===== src/rtl/complete_stage_pkg.sv =====
// Shared types for the complete stage.
// EX result bundle, CDB broadcast bundle, widths.
package complete_stage_pkg;

    localparam int XLEN         = 32;
    localparam int ROB_TAG_W    = 5;
    localparam int REG_IDX_W    = 5;
    localparam int CP_DEPTH_DEF = 4;

    typedef struct packed {
        logic [XLEN-1:0]      alu_result;
        logic                 take_branch;
        logic [XLEN-1:0]      NPC;
        logic [ROB_TAG_W-1:0] rob_tag;
        logic [REG_IDX_W-1:0] dest_reg_idx;
    } EX_PACKET;

    typedef struct packed {
        logic [ROB_TAG_W-1:0] rob_tag;
        logic [XLEN-1:0]      value;
        logic                 dest_valid;
        logic [REG_IDX_W-1:0] dest_reg_idx;
        logic                 take_branch;
        logic [XLEN-1:0]      branch_target;
    } CDB_PACKET;

endpackage


===== src/rtl/cp_fifo.sv =====
// Generic in-order FIFO with flush and occupancy count.
// No bypass: a push while full is refused even if a pop happens.
module cp_fifo #(
    parameter type T          = logic [31:0],
    parameter int  DEPTH      = 4,
    localparam int CNT_W      = $clog2(DEPTH + 1),
    localparam int PTR_W      = $clog2(DEPTH)
) (
    input  logic             clock,
    input  logic             reset,
    input  logic             flush,
    input  logic             push,
    input  logic             pop,
    input  T                 wdata,
    output T                 rdata,
    output logic [CNT_W-1:0] count,
    output logic             full,
    output logic             empty
);

    if (DEPTH < 2 || (DEPTH & (DEPTH - 1)) != 0) begin : g_bad_depth
        $error("cp_fifo: DEPTH must be a power of two >= 2");
    end

    T                 mem [DEPTH];
    logic [PTR_W-1:0] head;
    logic [PTR_W-1:0] tail;
    logic             do_push;
    logic             do_pop;

    assign full    = (count == CNT_W'(DEPTH));
    assign empty   = (count == '0);
    assign do_push = push && !full && !flush;
    assign do_pop  = pop && !empty && !flush;
    assign rdata   = mem[head];

    // Pointer and occupancy bookkeeping; flush beats push/pop.
    always_ff @(posedge clock or posedge reset) begin
        if (reset) begin
            head  <= '0;
            tail  <= '0;
            count <= '0;
        end else if (flush) begin
            head  <= '0;
            tail  <= '0;
            count <= '0;
        end else begin
            if (do_push) begin
                tail <= tail + PTR_W'(1);
            end
            if (do_pop) begin
                head <= head + PTR_W'(1);
            end
            unique case ({do_push, do_pop})
                2'b10:   count <= count + CNT_W'(1);
                2'b01:   count <= count - CNT_W'(1);
                default: count <= count;
            endcase
        end
    end

    // Storage array; contents are qualified by count, so no reset.
    always_ff @(posedge clock) begin
        if (do_push) begin
            mem[tail] <= wdata;
        end
    end

endmodule


===== src/rtl/complete_stage.sv =====
// Complete stage: buffers EX results in order and
// broadcasts one per cycle on the CDB.
module complete_stage
    import complete_stage_pkg::*;
#(
    parameter int  CP_DEPTH = CP_DEPTH_DEF,
    localparam int CNT_W    = $clog2(CP_DEPTH + 1)
) (
    input  logic             clock,
    input  logic             reset,
    input  logic             squash,
    input  EX_PACKET         ex_packet_in,
    input  logic             ex_valid,
    input  logic             ex_no_output,
    input  logic             cdb_grant,
    output logic             cdb_valid,
    output CDB_PACKET        cdb_packet,
    output logic             cp_full,
    output logic [CNT_W-1:0] cp_count,
    output logic             cp_overflow
);

    CDB_PACKET cp_entry;
    CDB_PACKET head_entry;
    logic      fifo_empty;
    logic      npc_unused;

    assign npc_unused = ^ex_packet_in.NPC;

    // Translate the EX result into its CDB form before buffering.
    always_comb begin
        cp_entry               = '0;
        cp_entry.rob_tag       = ex_packet_in.rob_tag;
        cp_entry.value         = ex_packet_in.alu_result;
        cp_entry.dest_valid    = ~ex_no_output;
        cp_entry.dest_reg_idx  = ex_packet_in.dest_reg_idx;
        cp_entry.take_branch   = ex_packet_in.take_branch;
        cp_entry.branch_target = ex_packet_in.alu_result;
    end

    cp_fifo #(
        .T     (CDB_PACKET),
        .DEPTH (CP_DEPTH)
    ) u_fifo (
        .clock (clock),
        .reset (reset),
        .flush (squash),
        .push  (ex_valid),
        .pop   (cdb_grant),
        .wdata (cp_entry),
        .rdata (head_entry),
        .count (cp_count),
        .full  (cp_full),
        .empty (fifo_empty)
    );

    // Broadcast the head entry; zeros when nothing is held.
    always_comb begin
        cdb_valid  = ~fifo_empty;
        cdb_packet = '0;
        if (!fifo_empty) begin
            cdb_packet = head_entry;
        end
    end

    // Sticky flag: a result arrived while the buffer was full.
    always_ff @(posedge clock or posedge reset) begin
        if (reset) begin
            cp_overflow <= 1'b0;
        end else if (ex_valid && cp_full && !squash) begin
            cp_overflow <= 1'b1;
        end
    end

endmodule

===== config.mk =====
export PLATFORM = sky130hd
export DESIGN_NAME = complete_stage
export DESIGN_NICKNAME = d
export VERILOG_FILES = /design/src/rtl/complete_stage_pkg.sv /design/src/rtl/cp_fifo.sv /design/src/rtl/complete_stage.sv
export SDC_FILE = /design/constraint.sdc
export NUM_CORES = 1
export LEC_CHECK = 0
export BUFFER_PORTS_ARGS = -buffer_cell sky130_fd_sc_hd__buf_2
export CAP_MARGIN = 20
export CORE_MARGIN = 8
export CORE_UTILIZATION = 61
export CTS_BUF_LIST = sky130_fd_sc_hd__clkbuf_4 sky130_fd_sc_hd__clkbuf_8
export DETAILED_ROUTE_END_ITERATION = 10
export PLACE_DENSITY = 0.94
export SLEW_MARGIN = 20
export SYNTH_ARGS = -nofsm -noshare
export SYNTH_HDL_FRONTEND = slang
export SYNTH_SLANG_ARGS = --single-unit
export TNS_END_PERCENT = 10

===== constraint.sdc =====
create_clock -name clock -period 6.9 [get_ports clock]
set_clock_uncertainty 0.15 [all_clocks]
set_input_delay 0.69 -clock clock [delete_from_list [all_inputs] [get_ports clock]]
set_output_delay 0.69 -clock clock [all_outputs]
set_load 0.01 [all_outputs]

==> metrics.txt, run 1 <==
# TYPE chip_impl_metric gauge
chip_impl_info{name="run_status",value="finished, final reports clean"} 1
chip_impl_metric{name="drt_pre_antenna_iters",unit=""} 4
chip_impl_metric{name="routed_wirelength",unit="um"} 13400
chip_impl_metric{name="num_rows",unit=""} 40
chip_impl_info{name="clock_tree.root_cell",value="sky130_fd_sc_hd__clkbuf_8"} 1
chip_impl_metric{name="timing.final.max_slew_violations",unit=""} 0
chip_impl_metric{name="cts_post_setup_buffers_inserted",unit=""} 0
chip_impl_metric{name="max_cap_viol_count",unit=""} 0
chip_impl_info{name="clock_tree_from_tritoncts",value="built"} 1
chip_impl_metric{name="holdBufCountCts",unit=""} 0
chip_impl_metric{name="detailedPlace.worstSlack",unit="ps"} 3710
chip_impl_metric{name="finish.net_count",unit=""} 569
chip_impl_metric{name="synth_nets",unit=""} 465
chip_impl_metric{name="groute.usage.overall",unit="%"} 17.2
chip_impl_metric{name="clock.fmax",unit="GHz"} 0.277
chip_impl_info{name="grt_setup_unrepaired",value="no"} 1
chip_impl_metric{name="core_area",unit="um^2"} 12100
chip_impl_info{name="start_kind",value="flip-flop"} 1
chip_impl_metric{name="synthToLayoutAreaGrowth",unit="%"} 12.6
chip_impl_metric{name="min_period_over_period",unit="%"} 52.3
chip_impl_info{name="path_class",value="flip-flop to primary output"} 1
chip_impl_metric{name="cp_data_arrival_time",unit="ps"} 2770
chip_impl_metric{name="ctsLongestPathBuffers",unit=""} 2
chip_impl_metric{name="max-slew-margin-rel",unit="%"} 48.1
chip_impl_metric{name="setup_slack",unit="ps"} 3290
chip_impl_metric{name="cp.required",unit="ps"} 6060
chip_impl_metric{name="io_pins",unit=""} 163
chip_impl_metric{name="initial_core_utilization",unit="%"} 62.6
chip_impl_metric{name="die_height",unit="um"} 127
chip_impl_metric{name="grt_antenna_before_repair",unit=""} 1
chip_impl_metric{name="cts_sinks",unit=""} 184
chip_impl_metric{name="dp.final_hpwl",unit="um"} 8640
chip_impl_metric{name="route.antenna.remaining_nets",unit=""} 0
chip_impl_metric{name="fin_cells",unit=""} 662
chip_impl_metric{name="postSynthAreaPerCell",unit="um^2"} 19.9
chip_impl_metric{name="summed_negative_setup_slack_over_all_endpoints",unit="ps"} 0
chip_impl_metric{name="post_cts_gate_resize_count",unit=""} 0
chip_impl_metric{name="grt_max_degree",unit=""} 46
chip_impl_metric{name="setup_viol",unit=""} 0
chip_impl_metric{name="design.die.area",unit="um^2"} 16200
chip_impl_metric{name="placedCellCount",unit=""} 632
chip_impl_metric{name="power.leakage",unit="nW"} 3.09
chip_impl_info{name="setup.worst_path.end_class",value="primary output"} 1
chip_impl_metric{name="wl_per_cell",unit="um"} 20.3
chip_impl_metric{name="tightest_slew",unit="ps"} 779
chip_impl_metric{name="yosysUniqueCellTypes",unit=""} 40
chip_impl_metric{name="worstSkewPairLatency",unit="ps"} 450
chip_impl_metric{name="gp_routability_congestion",unit=""} 0.772
chip_impl_metric{name="htree_num_levels",unit=""} 4
chip_impl_info{name="hold_class",value="primary input to async pin"} 1
chip_impl_metric{name="num_vias",unit=""} 3747
chip_impl_metric{name="min_period",unit="ps"} 3610
chip_impl_metric{name="synth_sequential_area_ratio",unit="%"} 72.6
chip_impl_metric{name="syn-cell-area",unit="um^2"} 7550
chip_impl_metric{name="report.final.hold_viol_count",unit=""} 0
chip_impl_metric{name="ys_seq_elements",unit=""} 184
chip_impl_metric{name="worst_ir_drop_vdd",unit="V"} 0.000202
chip_impl_metric{name="share_of_layout_cells_above_drive_strength_1",unit="%"} 43.1
chip_impl_metric{name="grt_pass1_vias",unit=""} 4004
chip_impl_metric{name="path_max_fanout",unit=""} 33
chip_impl_metric{name="route.detailed.drc",unit=""} 0
chip_impl_metric{name="grt_pass1_wl",unit="um"} 20800
chip_impl_metric{name="antenna_cells",unit=""} 0
chip_impl_metric{name="tritoncts.num_buffers",unit=""} 17
chip_impl_metric{name="detail_route.iter0.violations",unit=""} 320
chip_impl_info{name="layout.cells.most_common_list",value="sky130_fd_sc_hd__edfxtp_1, sky130_fd_sc_hd__buf_2, sky130_fd_sc_hd__and2_1"} 1
chip_impl_info{name="mostFrequentLayoutCell",value="sky130_fd_sc_hd__edfxtp_1"} 1
chip_impl_metric{name="detail_route.vias_per_cell",unit=""} 5.66
chip_impl_metric{name="cts.reportedPaths.clkPinSlew",unit="ps"} 80
chip_impl_metric{name="die_width",unit="um"} 127
chip_impl_metric{name="yosysWarningCount",unit=""} 0
chip_impl_metric{name="synthCells",unit=""} 379
chip_impl_metric{name="power_per_cell_area",unit="nW/um^2"} 317
chip_impl_metric{name="grt_overflow_total",unit=""} 0
chip_impl_metric{name="port-buffer-count",unit=""} 130
-- power by group --
| part | total (mW) | switching, mW | internal (mW) |
|---|---|---|---|
| Combinational | 0.600 | 0.319 | 0.281 |
| Clock | 0.783 | 0.342 | 0.441 |
| Sequential | 1.31 | 0.0420 | 1.27 |
-- kinds of logic after synthesis --
family | synth area share [%]
flip-flops | 72.6
multiplexers | 13.6
AO/OA/AOI/OAI | 1.67
XOR/XNOR | 0.232
buffers and inverters | 5.70
adder cells (fa/ha/maj) | 0.927
AND/OR/NAND/NOR | 5.30
-- synthesized netlist by cell type --
library cell	instances	area share [%]
sky130_fd_sc_hd__a31oi_1	1	0.083
sky130_fd_sc_hd__a21o_1	1	0.099
sky130_fd_sc_hd__or3_1	1	0.083
sky130_fd_sc_hd__mux4_1	6	2.1
sky130_fd_sc_hd__or3b_1	1	0.12
sky130_fd_sc_hd__nor2b_1	1	0.083
sky130_fd_sc_hd__o21ai_0	2	0.13
sky130_fd_sc_hd__inv_2	1	0.050
sky130_fd_sc_hd__buf_2	9	0.60
sky130_fd_sc_hd__nand2b_1	3	0.25
sky130_fd_sc_hd__and2_1	48	4.0
sky130_fd_sc_hd__o21bai_1	2	0.20
sky130_fd_sc_hd__buf_4	32	3.2
sky130_fd_sc_hd__mux2_2	1	0.15
sky130_fd_sc_hd__o32ai_1	1	0.12
sky130_fd_sc_hd__or2_2	1	0.083
sky130_fd_sc_hd__nor3_1	1	0.066
sky130_fd_sc_hd__o221ai_1	1	0.12
sky130_fd_sc_hd__nand2_1	2	0.099
sky130_fd_sc_hd__fa_1	1	0.26
sky130_fd_sc_hd__clkbuf_2	1	0.066
sky130_fd_sc_hd__buf_12	4	1.1
sky130_fd_sc_hd__o21a_1	1	0.099
sky130_fd_sc_hd__o311ai_0	1	0.12
sky130_fd_sc_hd__o2bb2ai_1	1	0.12
sky130_fd_sc_hd__a21oi_1	4	0.26
sky130_fd_sc_hd__o31ai_1	1	0.099
sky130_fd_sc_hd__inv_1	6	0.30
sky130_fd_sc_hd__o2111ai_1	1	0.12
sky130_fd_sc_hd__o31a_1	1	0.12
sky130_fd_sc_hd__buf_6	2	0.30
sky130_fd_sc_hd__ha_1	4	0.66
sky130_fd_sc_hd__nor2_1	5	0.25
sky130_fd_sc_hd__or4_1	1	0.099
sky130_fd_sc_hd__mux4_2	38	11
sky130_fd_sc_hd__xor2_1	2	0.23
sky130_fd_sc_hd__edfxtp_1	176	70
sky130_fd_sc_hd__clkbuf_1	3	0.15
sky130_fd_sc_hd__dfrtp_1	8	2.6
sky130_fd_sc_hd__nand3_1	3	0.20
-- routing by layer --
metal / wire [um] / track usage (%) / vias up
li1: - / - / 1662
met1: 5550 / 20.5 / 1915
met2: 6660 / 28.2 / 148
met3: 992 / 5.95 / 20
met4: 209 / 6.72 / 2
met5: 8 / 0 / -
-- per-stage QoR --
step                      util (%)  instance area (um^2)  hold slack [ps]  power, mW
after detailed placement      66.9                  8060              335       1.95
after CTS                     70.5                  8500             16.7       2.72
after global routing          70.5                  8510             32.2       2.80
after global placement        66.9                  8060              319       1.93
after floorplan                  -                  7550              356       1.81
final                         70.5                  8510             27.4       2.69
-- critical path: stages, from the launching register on --
cell and delay (ps):
sky130_fd_sc_hd__dfrtp_2 670, sky130_fd_sc_hd__buf_4 620, sky130_fd_sc_hd__mux4_1 620, sky130_fd_sc_hd__and2_1 210, sky130_fd_sc_hd__buf_2 150
-- flip-flops by register name, summed over array words and instances (netlist names) --
register	cells
u_fifo.tail	2
u_fifo.count	3
u_fifo.mem	176
cp_overflow	1
u_fifo.head	2
-- layout make-up --
class | count | area [um^2]
Clock inverter | 9 | 175
Timing Repair Buffer | 136 | 696
Inverter | 7 | 26.3
Clock buffer | 21 | 264
Fill cell | 732 | 3560
Sequential cell | 184 | 5490
Multi-Input combinational cell | 137 | 1640
Tap cell | 168 | 210
-- final timing paths --
kind / start / end / slack [ps] / cells after the start
max: u_fifo.head[0]$_DFFE_PP0P_ / cdb_packet[43] / 3290 / 4
min: reset / u_fifo.count[0]$_DFFE_PP0P_ / 30 / 2
max reg2reg: u_fifo.count[1]$_DFFE_PP0P_ / u_fifo.mem[3][74]$_DFFE_PP_ / 4270 / 5
min reg2reg: cp_overflow$_DFFE_PP0P_ / cp_overflow$_DFFE_PP0P_ / 370 / 1
max in group asynchronous: reset / u_fifo.head[1]$_DFFE_PP0P_ / 6310 / 2
min in group clock: ex_packet_in[60] / u_fifo.mem[1][56]$_DFFE_PP_ / 300 / 1
Power figures use the tool's default switching activity.
==> inputs of run 2 (changes only) <==
- CORE_UTILIZATION: 61 -> 56
- PLACE_DENSITY: 0.94 -> 0.88
- clock period: 6.9 -> 3.65 ns (I/O delays scaled with it)
==> run 2 against run 1 <==
Against the previous run: via count increased by 3.3%; sequential cell count stayed put; wire length grew 6.8%; die area increased by 7.8%; worst setup slack worse by 2500 ps; first-iteration DRC count increased by 0.31%.
==> metrics.txt, run 2 (synthesized netlist as in run 1, its figures left out) <==
# TYPE chip_impl_metric gauge
chip_impl_info{name="largest-register",value="u_fifo.mem"} 1
chip_impl_metric{name="route.antenna.remaining_nets",unit=""} 0
chip_impl_metric{name="detail_route.iter0.violations",unit=""} 321
chip_impl_metric{name="max-slew-margin-rel",unit="%"} 56.1
chip_impl_metric{name="core_area",unit="um^2"} 13200
chip_impl_metric{name="layout.filler_cells",unit=""} 871
chip_impl_metric{name="setup_viol",unit=""} 0
chip_impl_metric{name="placement.cell_area",unit="um^2"} 8150
chip_impl_metric{name="num_rows",unit=""} 42
chip_impl_metric{name="cts.reportedPaths.clkPinSlew",unit="ps"} 80
chip_impl_info{name="path_class",value="flip-flop to primary output"} 1
chip_impl_metric{name="tritoncts.num_buffers",unit=""} 17
chip_impl_metric{name="max_cap_viol_count",unit=""} 0
chip_impl_metric{name="detailedPlace.worstSlack",unit="ps"} 1150
chip_impl_info{name="regs_by_ff_count",value="u_fifo.mem (176), u_fifo.count (3)"} 1
chip_impl_metric{name="wl_per_cell",unit="um"} 19.9
chip_impl_metric{name="min_period",unit="ps"} 2890
chip_impl_metric{name="cp.required",unit="ps"} 3130
chip_impl_metric{name="design.die.area",unit="um^2"} 17500
chip_impl_metric{name="summed_negative_setup_slack_over_all_endpoints",unit="ps"} 0
chip_impl_metric{name="gp_routability_congestion",unit=""} 0.703
chip_impl_metric{name="grt_pass1_vias",unit=""} 4355
chip_impl_metric{name="power_per_cell_area",unit="nW/um^2"} 543
chip_impl_metric{name="detail_route.vias_per_cell",unit=""} 5.38
chip_impl_metric{name="io_pins",unit=""} 163
chip_impl_metric{name="post_cts_gate_resize_count",unit=""} 0
chip_impl_info{name="clock_tree.root_cell",value="sky130_fd_sc_hd__clkbuf_8"} 1
chip_impl_metric{name="worstSkewPairLatency",unit="ps"} 450
chip_impl_metric{name="routed_wirelength",unit="um"} 14300
chip_impl_metric{name="cp_data_arrival_time",unit="ps"} 2370
chip_impl_info{name="layout.cells.most_common_list",value="sky130_fd_sc_hd__edfxtp_1, sky130_fd_sc_hd__buf_2, sky130_fd_sc_hd__and2_1, sky130_fd_sc_hd__dlygate4sd3_1, sky130_fd_sc_hd__mux4_2"} 1
chip_impl_metric{name="share_of_layout_cells_above_drive_strength_1",unit="%"} 39.7
chip_impl_metric{name="port-buffer-count",unit=""} 130
chip_impl_metric{name="worst_ir_drop_vdd",unit="V"} 0.000403
chip_impl_metric{name="power.leakage",unit="nW"} 3.27
chip_impl_metric{name="grt_pass1_wl",unit="um"} 23100
chip_impl_metric{name="htree_num_levels",unit=""} 4
chip_impl_metric{name="route.detailed.drc",unit=""} 0
chip_impl_metric{name="synthToLayoutAreaGrowth",unit="%"} 18.3
chip_impl_metric{name="setup_slack",unit="ps"} 764
chip_impl_metric{name="drt_pre_antenna_iters",unit=""} 5
chip_impl_metric{name="tightest_slew",unit="ps"} 658
chip_impl_metric{name="grt_max_degree",unit=""} 46
chip_impl_info{name="mostFrequentLayoutCell",value="sky130_fd_sc_hd__edfxtp_1"} 1
chip_impl_metric{name="groute.usage.overall",unit="%"} 17.1
chip_impl_metric{name="clock.fmax",unit="GHz"} 0.347
chip_impl_metric{name="ctsLongestPathBuffers",unit=""} 2
chip_impl_metric{name="dp.final_hpwl",unit="um"} 8850
chip_impl_metric{name="die_height",unit="um"} 132
chip_impl_metric{name="path_max_fanout",unit=""} 29
chip_impl_metric{name="grt_overflow_total",unit=""} 0
chip_impl_metric{name="initial_core_utilization",unit="%"} 57.3
chip_impl_metric{name="min_period_over_period",unit="%"} 79.1
chip_impl_metric{name="grt_antenna_before_repair",unit=""} 1
chip_impl_info{name="start_kind",value="flip-flop"} 1
chip_impl_metric{name="final_design_area_no_fill",unit="um^2"} 8930
chip_impl_info{name="run_status",value="finished, final reports clean"} 1
chip_impl_info{name="setup.worst_path.end_class",value="primary output"} 1
chip_impl_metric{name="report.final.hold_viol_count",unit=""} 0
chip_impl_metric{name="cts_sinks",unit=""} 184
chip_impl_metric{name="finish.net_count",unit=""} 615
chip_impl_metric{name="die_width",unit="um"} 132
chip_impl_info{name="clock_tree_from_tritoncts",value="built"} 1
chip_impl_metric{name="largest_register_ff_count",unit=""} 176
chip_impl_metric{name="num_vias",unit=""} 3870
chip_impl_info{name="hold_class",value="primary input to flip-flop"} 1
chip_impl_metric{name="timing.final.max_slew_violations",unit=""} 0
chip_impl_info{name="grt_setup_unrepaired",value="no"} 1
[run 2: changes by cell type in the layout (fill, tap and decap cells not counted)]
cell,change
sky130_fd_sc_hd__dlygate4sd3_1,+44
sky130_fd_sc_hd__clkinv_2,+8
sky130_fd_sc_hd__buf_12,+5
sky130_fd_sc_hd__bufinv_16,-4
sky130_fd_sc_hd__buf_4,-3
sky130_fd_sc_hd__clkbuf_4,-2
sky130_fd_sc_hd__clkinv_1,+2
sky130_fd_sc_hd__clkinvlp_4,-2
sky130_fd_sc_hd__diode_2,+1
[run 2: layout make-up]
class | count | area [um^2] | share of cell area, %
Timing Repair Buffer | 182 | 1210 | 13.6
Inverter | 7 | 26.3 | 0.294
Clock buffer | 19 | 249 | 2.79
Clock inverter | 13 | 87.6 | 0.980
Antenna cell | 1 | 2.50 | 0.0280
Multi-Input combinational cell | 137 | 1640 | 18.4
Sequential cell | 184 | 5490 | 61.5
Tap cell | 176 | 220 | 2.46
[run 2: what timing repair did]
item | in CTS | in global routing
hold endpoints to repair | 180 | 0
setup buffers | 0 | 0
hold buffers | 44 | 0
[run 2: worst paths after layout]
| kind | slack [ps] | from | endpoint | depth (start not counted) |
|---|---|---|---|---|
| hold / removal | 70 | ex_no_output | u_fifo.mem[2][38]$_DFFE_PP_ | 2 |
| max in group asynchronous | 2810 | reset | u_fifo.head[0]$_DFFE_PP0P_ | 3 |
| hold reg to reg | 340 | cp_overflow$_DFFE_PP0P_ | cp_overflow$_DFFE_PP0P_ | 1 |
| setup / recovery | 760 | u_fifo.head[0]$_DFFE_PP0P_ | cdb_packet[43] | 4 |
| setup reg to reg | 1020 | u_fifo.count[1]$_DFFE_PP0P_ | u_fifo.count[2]$_DFFE_PP0P_ | 5 |
| min in group asynchronous | 270 | reset | cp_overflow$_DFFE_PP0P_ | 3 |
[run 2: stage by stage]
step                      util [%]  instances  power (mW)  hold slack (ps)
final                         67.7        719        4.85             70.3
after global routing          67.7        719        5.09             53.6
after CTS                     67.7        718        4.91             36.3
after detailed placement      61.8        642        3.70              182
after global placement        61.8        642        3.67              177
after floorplan                  -        379        3.43             30.7
[run 2: power by group]
group	leakage [nW]	total [mW]	internal (mW)	switching, mW
clock network	0.188	1.18	0.536	0.645
logic	1.38	1.20	0.578	0.620
registers	1.70	2.47	2.40	0.0722
[run 2: per-layer routing]
metal	vias to the layer above	GRT usage, %	wire [um]
met1	1963	20.2	5890
met3	13	5.91	878
met5	-	0	0
met4	0	5.55	173
li1	1759	-	-
met2	135	28.8	7400
[run 2: critical path, cell delays in order, from the launching register on]
cell                      delay (ps)
sky130_fd_sc_hd__dfrtp_4         670
sky130_fd_sc_hd__buf_12          290
sky130_fd_sc_hd__mux4_1          610
sky130_fd_sc_hd__and2_1          190
sky130_fd_sc_hd__buf_2           140
